`config.mk`:
```
export PLATFORM = sky130hd
export DESIGN_NAME = imem_loader
export DESIGN_NICKNAME = d
export VERILOG_FILES = /design/src/rtl/imem_loader_pkg.sv /design/src/rtl/imem_loader_uart_rx_byte.sv /design/src/rtl/imem_loader.sv
export SDC_FILE = /design/constraint.sdc
export NUM_CORES = 1
export LEC_CHECK = 0
export CAP_MARGIN = 40
export CELL_PAD_IN_SITES_DETAIL_PLACEMENT = 1
export CELL_PAD_IN_SITES_GLOBAL_PLACEMENT = 1
export CORE_ASPECT_RATIO = 0.8
export CORE_MARGIN = 2
export CORE_UTILIZATION = 51
export DETAILED_ROUTE_END_ITERATION = 7
export PLACE_DENSITY = 0.91
export SYNTH_ARGS = -nofsm -noshare
export SYNTH_HDL_FRONTEND = slang
export SYNTH_SLANG_ARGS = --single-unit
```
`constraint.sdc`:
```
create_clock -name fastclk -period 4 [get_ports fastclk]
set_input_delay 0.6 -clock fastclk [delete_from_list [all_inputs] [get_ports fastclk]]
set_output_delay 0.6 -clock fastclk [all_outputs]
set_load 0.05 [all_outputs]
```
`src/rtl/imem_loader_pkg.sv`:
```
// ============================================================================
// imem_loader_pkg : state encodings shared by the loader, its UART receiver
//                   and the bench.  Rev 1.0
// ============================================================================
`default_nettype none

package imem_loader_pkg;

    typedef enum logic [2:0] {
        ST_IDLE  = 3'd0,
        ST_COUNT = 3'd1,
        ST_DATA  = 3'd2,
        ST_CHECK = 3'd3,
        ST_DONE  = 3'd4,
        ST_ERROR = 3'd5
    } load_state_t;

    typedef enum logic [1:0] {
        RX_IDLE  = 2'd0,
        RX_START = 2'd1,
        RX_DATA  = 2'd2,
        RX_STOP  = 2'd3
    } rx_state_t;

    function automatic logic in_frame(input load_state_t s);
        return (s == ST_COUNT) || (s == ST_DATA) || (s == ST_CHECK);
    endfunction

endpackage

`default_nettype wire

```
`src/rtl/imem_loader_uart_rx_byte.sv`:
```
// ============================================================================
// uart_rx_byte : 8N1 receiver with 2-flop synchroniser and mid-bit sampling.
//                Rev 1.0
// ============================================================================
`default_nettype none

module uart_rx_byte
    import imem_loader_pkg::*;
#(
    parameter int CLKS_PER_BIT = 520
) (
    input  logic       clk,
    input  logic       rst_n,
    input  logic       rx,
    output logic       rx_valid,
    output logic [7:0] rx_data,
    output logic       rx_frame_err
);

    localparam int               CNT_W   = $clog2(CLKS_PER_BIT);
    localparam logic [CNT_W-1:0] HALF_M1 = CNT_W'(CLKS_PER_BIT / 2 - 1);
    localparam logic [CNT_W-1:0] FULL_M1 = CNT_W'(CLKS_PER_BIT - 1);

    rx_state_t        r_state;
    logic             r_sync1;
    logic             r_sync2;
    logic             r_prev;
    logic [CNT_W-1:0] r_cnt;
    logic [2:0]       r_bit;
    logic [7:0]       r_shift;

    assign rx_data = r_shift;

    always_ff @(posedge clk or negedge rst_n) begin
        if (!rst_n) begin
            r_sync1      <= 1'b1;
            r_sync2      <= 1'b1;
            r_prev       <= 1'b1;
            r_state      <= RX_IDLE;
            r_cnt        <= '0;
            r_bit        <= '0;
            r_shift      <= '0;
            rx_valid     <= 1'b0;
            rx_frame_err <= 1'b0;
        end else begin
            r_sync1      <= rx;
            r_sync2      <= r_sync1;
            r_prev       <= r_sync2;
            rx_valid     <= 1'b0;
            rx_frame_err <= 1'b0;
            case (r_state)
                // A true falling edge is required so a line held low after a
                // framing error does not retrigger.
                RX_IDLE: begin
                    if (r_prev && !r_sync2) begin
                        r_state <= RX_START;
                        r_cnt   <= '0;
                    end
                end
                RX_START: begin
                    if (r_cnt == HALF_M1) begin
                        r_cnt   <= '0;
                        r_bit   <= '0;
                        r_state <= r_sync2 ? RX_IDLE : RX_DATA;
                    end else begin
                        r_cnt <= r_cnt + 1'b1;
                    end
                end
                RX_DATA: begin
                    if (r_cnt == FULL_M1) begin
                        r_cnt   <= '0;
                        r_shift <= {r_sync2, r_shift[7:1]};
                        r_bit   <= r_bit + 1'b1;
                        if (r_bit == 3'd7) r_state <= RX_STOP;
                    end else begin
                        r_cnt <= r_cnt + 1'b1;
                    end
                end
                RX_STOP: begin
                    if (r_cnt == FULL_M1) begin
                        r_state      <= RX_IDLE;
                        rx_valid     <= r_sync2;
                        rx_frame_err <= !r_sync2;
                    end else begin
                        r_cnt <= r_cnt + 1'b1;
                    end
                end
                default: r_state <= RX_IDLE;
            endcase
        end
    end

endmodule

`default_nettype wire

```
`src/rtl/imem_loader.sv`:
```
// ============================================================================
// imem_loader : serial boot loader writing framed UART images into imem and
//               holding the core in reset until a good load.  Rev 1.0
// ============================================================================
`default_nettype none

module imem_loader
    import imem_loader_pkg::*;
#(
    parameter int         CLKS_PER_BIT  = 520,
    parameter int         TIMEOUT_CLKS  = 50000,
    parameter int         MAX_WORDS     = 32,
    parameter logic [7:0] SYNC_BYTE     = 8'hA5,
    parameter logic       HOLD_AT_RESET = 1'b1
) (
    input  logic        fastclk,
    input  logic        reset,
    input  logic        uart_rx,
    output logic        imem_we,
    output logic [6:0]  imem_addr,
    output logic [31:0] imem_wdata,
    output logic        cpu_hold,
    output logic        busy,
    output logic        load_done,
    output logic        load_error
);

    localparam int         WIDX_W = $clog2(MAX_WORDS + 1);
    localparam int         TMO_W  = $clog2(TIMEOUT_CLKS + 1);
    localparam logic [7:0] MAX_N  = 8'(MAX_WORDS);

    logic              w_rx_valid;
    logic              w_rx_err;
    logic [7:0]        w_rx_data;
    load_state_t       r_state;
    logic [WIDX_W-1:0] r_word_cnt;
    logic [WIDX_W-1:0] r_word_idx;
    logic [1:0]        r_byte_idx;
    logic [23:0]       r_asm;
    logic [7:0]        r_sum;
    logic [TMO_W-1:0]  r_tmo;
    logic              w_active;
    logic              w_timeout;
    logic              w_bad_byte;
    logic              w_fail;
    logic              w_last_word;

    uart_rx_byte #(
        .CLKS_PER_BIT(CLKS_PER_BIT)
    ) u_rx (
        .clk         (fastclk),
        .rst_n       (reset),
        .rx          (uart_rx),
        .rx_valid    (w_rx_valid),
        .rx_data     (w_rx_data),
        .rx_frame_err(w_rx_err)
    );

    // A byte arriving in the cycle the timeout would fire takes precedence.
    assign w_active    = in_frame(r_state);
    assign w_timeout   = !w_rx_valid && (r_tmo == TMO_W'(TIMEOUT_CLKS - 1));
    assign w_bad_byte  = w_rx_valid &&
                         (((r_state == ST_COUNT) && ((w_rx_data == 8'd0) || (w_rx_data > MAX_N))) ||
                          ((r_state == ST_CHECK) && (w_rx_data != r_sum)));
    assign w_fail      = w_active && (w_rx_err || w_timeout || w_bad_byte);
    assign w_last_word = ((r_word_idx + 1'b1) == r_word_cnt);

    always_ff @(posedge fastclk or negedge reset) begin
        if (!reset) begin
            r_state    <= ST_IDLE;
            r_word_cnt <= '0;
            r_word_idx <= '0;
            r_byte_idx <= '0;
            r_asm      <= '0;
            r_sum      <= '0;
            r_tmo      <= '0;
            imem_we    <= 1'b0;
            imem_addr  <= '0;
            imem_wdata <= '0;
            cpu_hold   <= HOLD_AT_RESET;
            busy       <= 1'b0;
            load_done  <= 1'b0;
            load_error <= 1'b0;
        end else begin
            imem_we <= 1'b0;
            if (w_fail) begin
                r_state    <= ST_ERROR;
                busy       <= 1'b0;
                load_error <= 1'b1;
            end else if (!w_active) begin
                if (w_rx_valid && (w_rx_data == SYNC_BYTE)) begin
                    r_state    <= ST_COUNT;
                    busy       <= 1'b1;
                    cpu_hold   <= 1'b1;
                    load_done  <= 1'b0;
                    load_error <= 1'b0;
                    r_tmo      <= '0;
                end
            end else if (w_rx_valid) begin
                r_tmo <= '0;
                case (r_state)
                    ST_COUNT: begin
                        r_word_cnt <= w_rx_data[WIDX_W-1:0];
                        r_word_idx <= '0;
                        r_byte_idx <= '0;
                        r_sum      <= '0;
                        r_state    <= ST_DATA;
                    end
                    ST_DATA: begin
                        r_sum      <= r_sum + w_rx_data;
                        r_asm      <= {r_asm[15:0], w_rx_data};
                        r_byte_idx <= r_byte_idx + 1'b1;
                        if (r_byte_idx == 2'd3) begin
                            imem_we    <= 1'b1;
                            imem_addr  <= 7'({r_word_idx, 2'b00});
                            imem_wdata <= {r_asm, w_rx_data};
                            r_word_idx <= r_word_idx + 1'b1;
                            if (w_last_word) r_state <= ST_CHECK;
                        end
                    end
                    ST_CHECK: begin
                        r_state   <= ST_DONE;
                        busy      <= 1'b0;
                        load_done <= 1'b1;
                        cpu_hold  <= 1'b0;
                    end
                    default: ;
                endcase
            end else begin
                r_tmo <= r_tmo + 1'b1;
            end
        end
    end

endmodule

`default_nettype wire

```
==> impl_metrics.json <==
{
  "status": "finished clean",
  "drv_slew": 0,
  "synth_area_um2": 6287,
  "fin_ws_ns": 0.3965,
  "period_share_pct": 90.09,
  "hold_viol_final": 0,
  "final_cells": 760,
  "synth-edff-count": 0,
  "cts.path.max_buffers": 2,
  "max-slew-margin-rel_pct": 43.60,
  "cts_made_buffers": 17,
  "rsz0062_at_grt": "false",
  "antenna_left": 0,
  "dieArea_um2": 13240,
  "p_leak_nw": 3.561,
  "dr.pass1.iters": 6,
  "cap_viol_max_count": 0,
  "holdWs_ns": 0.1059,
  "clock_latency_ns": 0.43,
  "synthMuxAreaShare_pct": 14.13,
  "synthAdderAreaFrac_pct": 2.905,
  "synth_compound_area_share_pct": 11.40,
  "post_cts_resized": 0,
  "clock_sinks": 135,
  "post-place-ws_ns": 0.6973,
  "synth_ff_type": "dfrtp_1",
  "stdcell_area_um2": 7502,
  "crit_path_start_kind": "flop",
  "synthToLayoutAreaGrowth_pct": 19.32,
  "wl_per_cell_um": 25.32,
  "drive_gt1_share_pct": 22.04,
  "port_buffers": 44,
  "fin_skew_ns": 0.01431,
  "die_x_um": 128.1,
  "cts_setup_buffers": 0,
  "grt_usage_pct": 31.00,
  "end_kind": "flop",
  "core_um2": 12120,
  "rows": 36,
  "hp-class": "input pin to async pin",
  "arrival_ns": 3.91,
  "grt_max_degree": 66,
  "place_area_um2": 6889,
  "multiInputGateArea_um2": 2783,
  "max_slew.worst_pin.slew_ns": 0.8342,
  "finalSetupTns_ns": 0,
  "worst_ep_required_time_ns": 4.31,
  "hold_buffers": 0,
  "yosys.area_share.simple_pct": 13.75,
  "drt_iter0_markers": 410,
  "synth-xor-area-share_pct": 1.950,
  "synth-async-reset-ratio_pct": 100.0,
  "setup_viol": 0,
  "power_density_nw_per_um2": 445.2,
  "finalCriticalPeriod_ns": 3.604,
  "cp_max_fo": 37,
  "die_h_um": 103.3,
  "grt_pass1_vias": 5293,
  "io_pins": 47,
  "tritoncts": "built",
  "peakVddDrop_mv": 0.4771,
  "grt-ovfl-total": 0,
  "drc": 0,
  "grt_pass1_wl_mm": 30.53,
  "regArea_um2": 3383,
  "initial_core_util_pct": 51.89,
  "n_antenna_cell": 0,
  "critical_path_class": "flop to flop",
  "fillers": 1217,
  "clk_pin_slew_ns": 0.06,
  "syn_inst": 545,
  "finalPower_mw": 3.340,
  "cts_max_level": 4,
  "detail_route.vias_per_cell": 6.463,
  "max_freq_ghz": 0.2775,
  "placed_cells": 728,
  "cts_root_buf": "clkbuf_16",
  "finalWirelength_mm": 19.24,
  "antenna_found_initial": 0,
  "synth_top_family_by_area": "multiplexers",
  "hpwl_mm": 11.44,
  "finalWeightedCongestion": 0.8550,
  "finalNetCount": 612,
  "vias": 4912,
  "synth-warning-count": 0,
  "avgSynthCellArea_um2": 11.54,
  "utilization_pct": 61.92,
  "yosys_register_bits": 135,
  "ys_seq_area_share_pct": 53.81,
  "synth_cell_types": 63
}
sequential cells by signal, indices dropped and copies added, names as in the netlist, 5 cells and up, named ones only:
register and count:
imem_wdata 32, r_asm 24, r_tmo 16, u_rx.r_cnt 10, r_sum 8, u_rx.rx_data 8, r_word_cnt 6, r_word_idx 6
imem_addr 5
cell usage in the layout (no fill, tap or decap), types with 4 or more instances in the layout:
master and n:
clkinv_4 5, clkbuf_16 17, nand2_1 38, o21ai_0 47, a31oi_1 7, and3_1 12, inv_1 5, dfrtp_1 131
nand3_1 22, or3_1 5, xnor2_1 7, nor3_1 10, a22o_1 9, dfstp_2 4, or4_1 4, ha_1 13
nor2b_1 6, a21oi_1 20, and2_1 4, nor2_1 32, o31ai_1 4, nand4_1 7, clkdlybuf4s50_1 43, mux2_2 77
buf_4 6, xor2_1 7
synth_stat cells (3+ instances only):
| library cell | n | area, um2 |
|---|---|---|
| o31ai_1 | 4 | 30.03 |
| a21o_1 | 3 | 22.52 |
| nor2_1 | 32 | 120.1 |
| and2_1 | 4 | 25.02 |
| dfrtp_1 | 131 | 3278 |
| nand2_1 | 38 | 142.6 |
| nand4_1 | 7 | 43.79 |
| xnor2_1 | 7 | 61.31 |
| dfstp_2 | 4 | 105.1 |
| a31oi_1 | 7 | 43.79 |
| nand2b_1 | 3 | 18.77 |
| o31a_1 | 3 | 26.28 |
| nor3b_1 | 3 | 22.52 |
| and4_1 | 3 | 26.28 |
| inv_1 | 5 | 18.77 |
| clkbuf_1 | 13 | 48.80 |
| mux2_2 | 77 | 867.1 |
| buf_4 | 5 | 37.54 |
| nor4b_1 | 3 | 26.28 |
| a21oi_1 | 20 | 100.1 |
| nor3_1 | 10 | 50.05 |
| xor2_1 | 7 | 61.31 |
| nand3_1 | 22 | 110.1 |
| ha_1 | 13 | 162.7 |
| and3_1 | 12 | 75.07 |
| nor2b_1 | 6 | 37.54 |
| o21ai_0 | 47 | 235.2 |
| or3_1 | 5 | 31.28 |
| or4_1 | 4 | 30.03 |
| a22o_1 | 9 | 78.83 |
metal layers:
metal	GRT usage, %	vias up	routed length, um
met1	36.77	2563	7564
met5	0	-	0
li1	-	2099	-
met4	16.91	0	726
met3	5.916	59	870
met2	54.38	191	10080
report_power, final:
part	internal, mW	switching [mW]	leakage [nW]
logic	0.0825	0.155	1.39
registers	1.39	0.0534	1.87
clock network	1.00	0.656	0.301
total	2.48	0.864	3.56
kinds of logic after synthesis:
family                   after synthesis
AND/OR/NAND/NOR                      165
flip-flops                           135
AO/OA/AOI/OAI                        111
multiplexers                          79
buffers and inverters                 26
adder cells (fa/ha/maj)               14
XOR/XNOR                              14
other                                  1
worst max-delay path, cell delays in order, from the launching register on:
cell	delay, ns
dfrtp_1	0.51
ha_1	0.46
nor3_1	0.29
a31oi_1	0.16
a211oi_1	0.62
nand2_1	0.36
nor2_4	0.17
buf_4	0.46
mux2_2	0.43
area by class of cell:
| cell class | count | area share, % |
|---|---|---|
| multi-input cells | 385 | 37.09 |
| inverters | 5 | 0.2502 |
| well taps | 152 | 2.535 |
| repair buffers | 51 | 6.855 |
| clock buffers | 18 | 5.854 |
| flip-flops and latches | 135 | 45.10 |
| clock inverters | 14 | 2.318 |
path summary, 6_finish.rpt:
kind                                      start        endpoint  slack [ns]  cells past startpoint
worst max-delay path            u_rx.rx_data[3]  imem_wdata[28]        0.40                      8
worst min-delay path                      reset    imem_addr[4]        0.11                      1
worst max register to register  u_rx.rx_data[3]  imem_wdata[28]        0.40                      8
worst min register to register     u_rx.r_sync1    u_rx.r_sync2        0.36                      0
max in group asynchronous                 reset       r_asm[10]        2.80                      3
min in group fastclk               u_rx.r_sync1    u_rx.r_sync2        0.36                      0
Note: power is estimated with default switching activity, not from simulation.
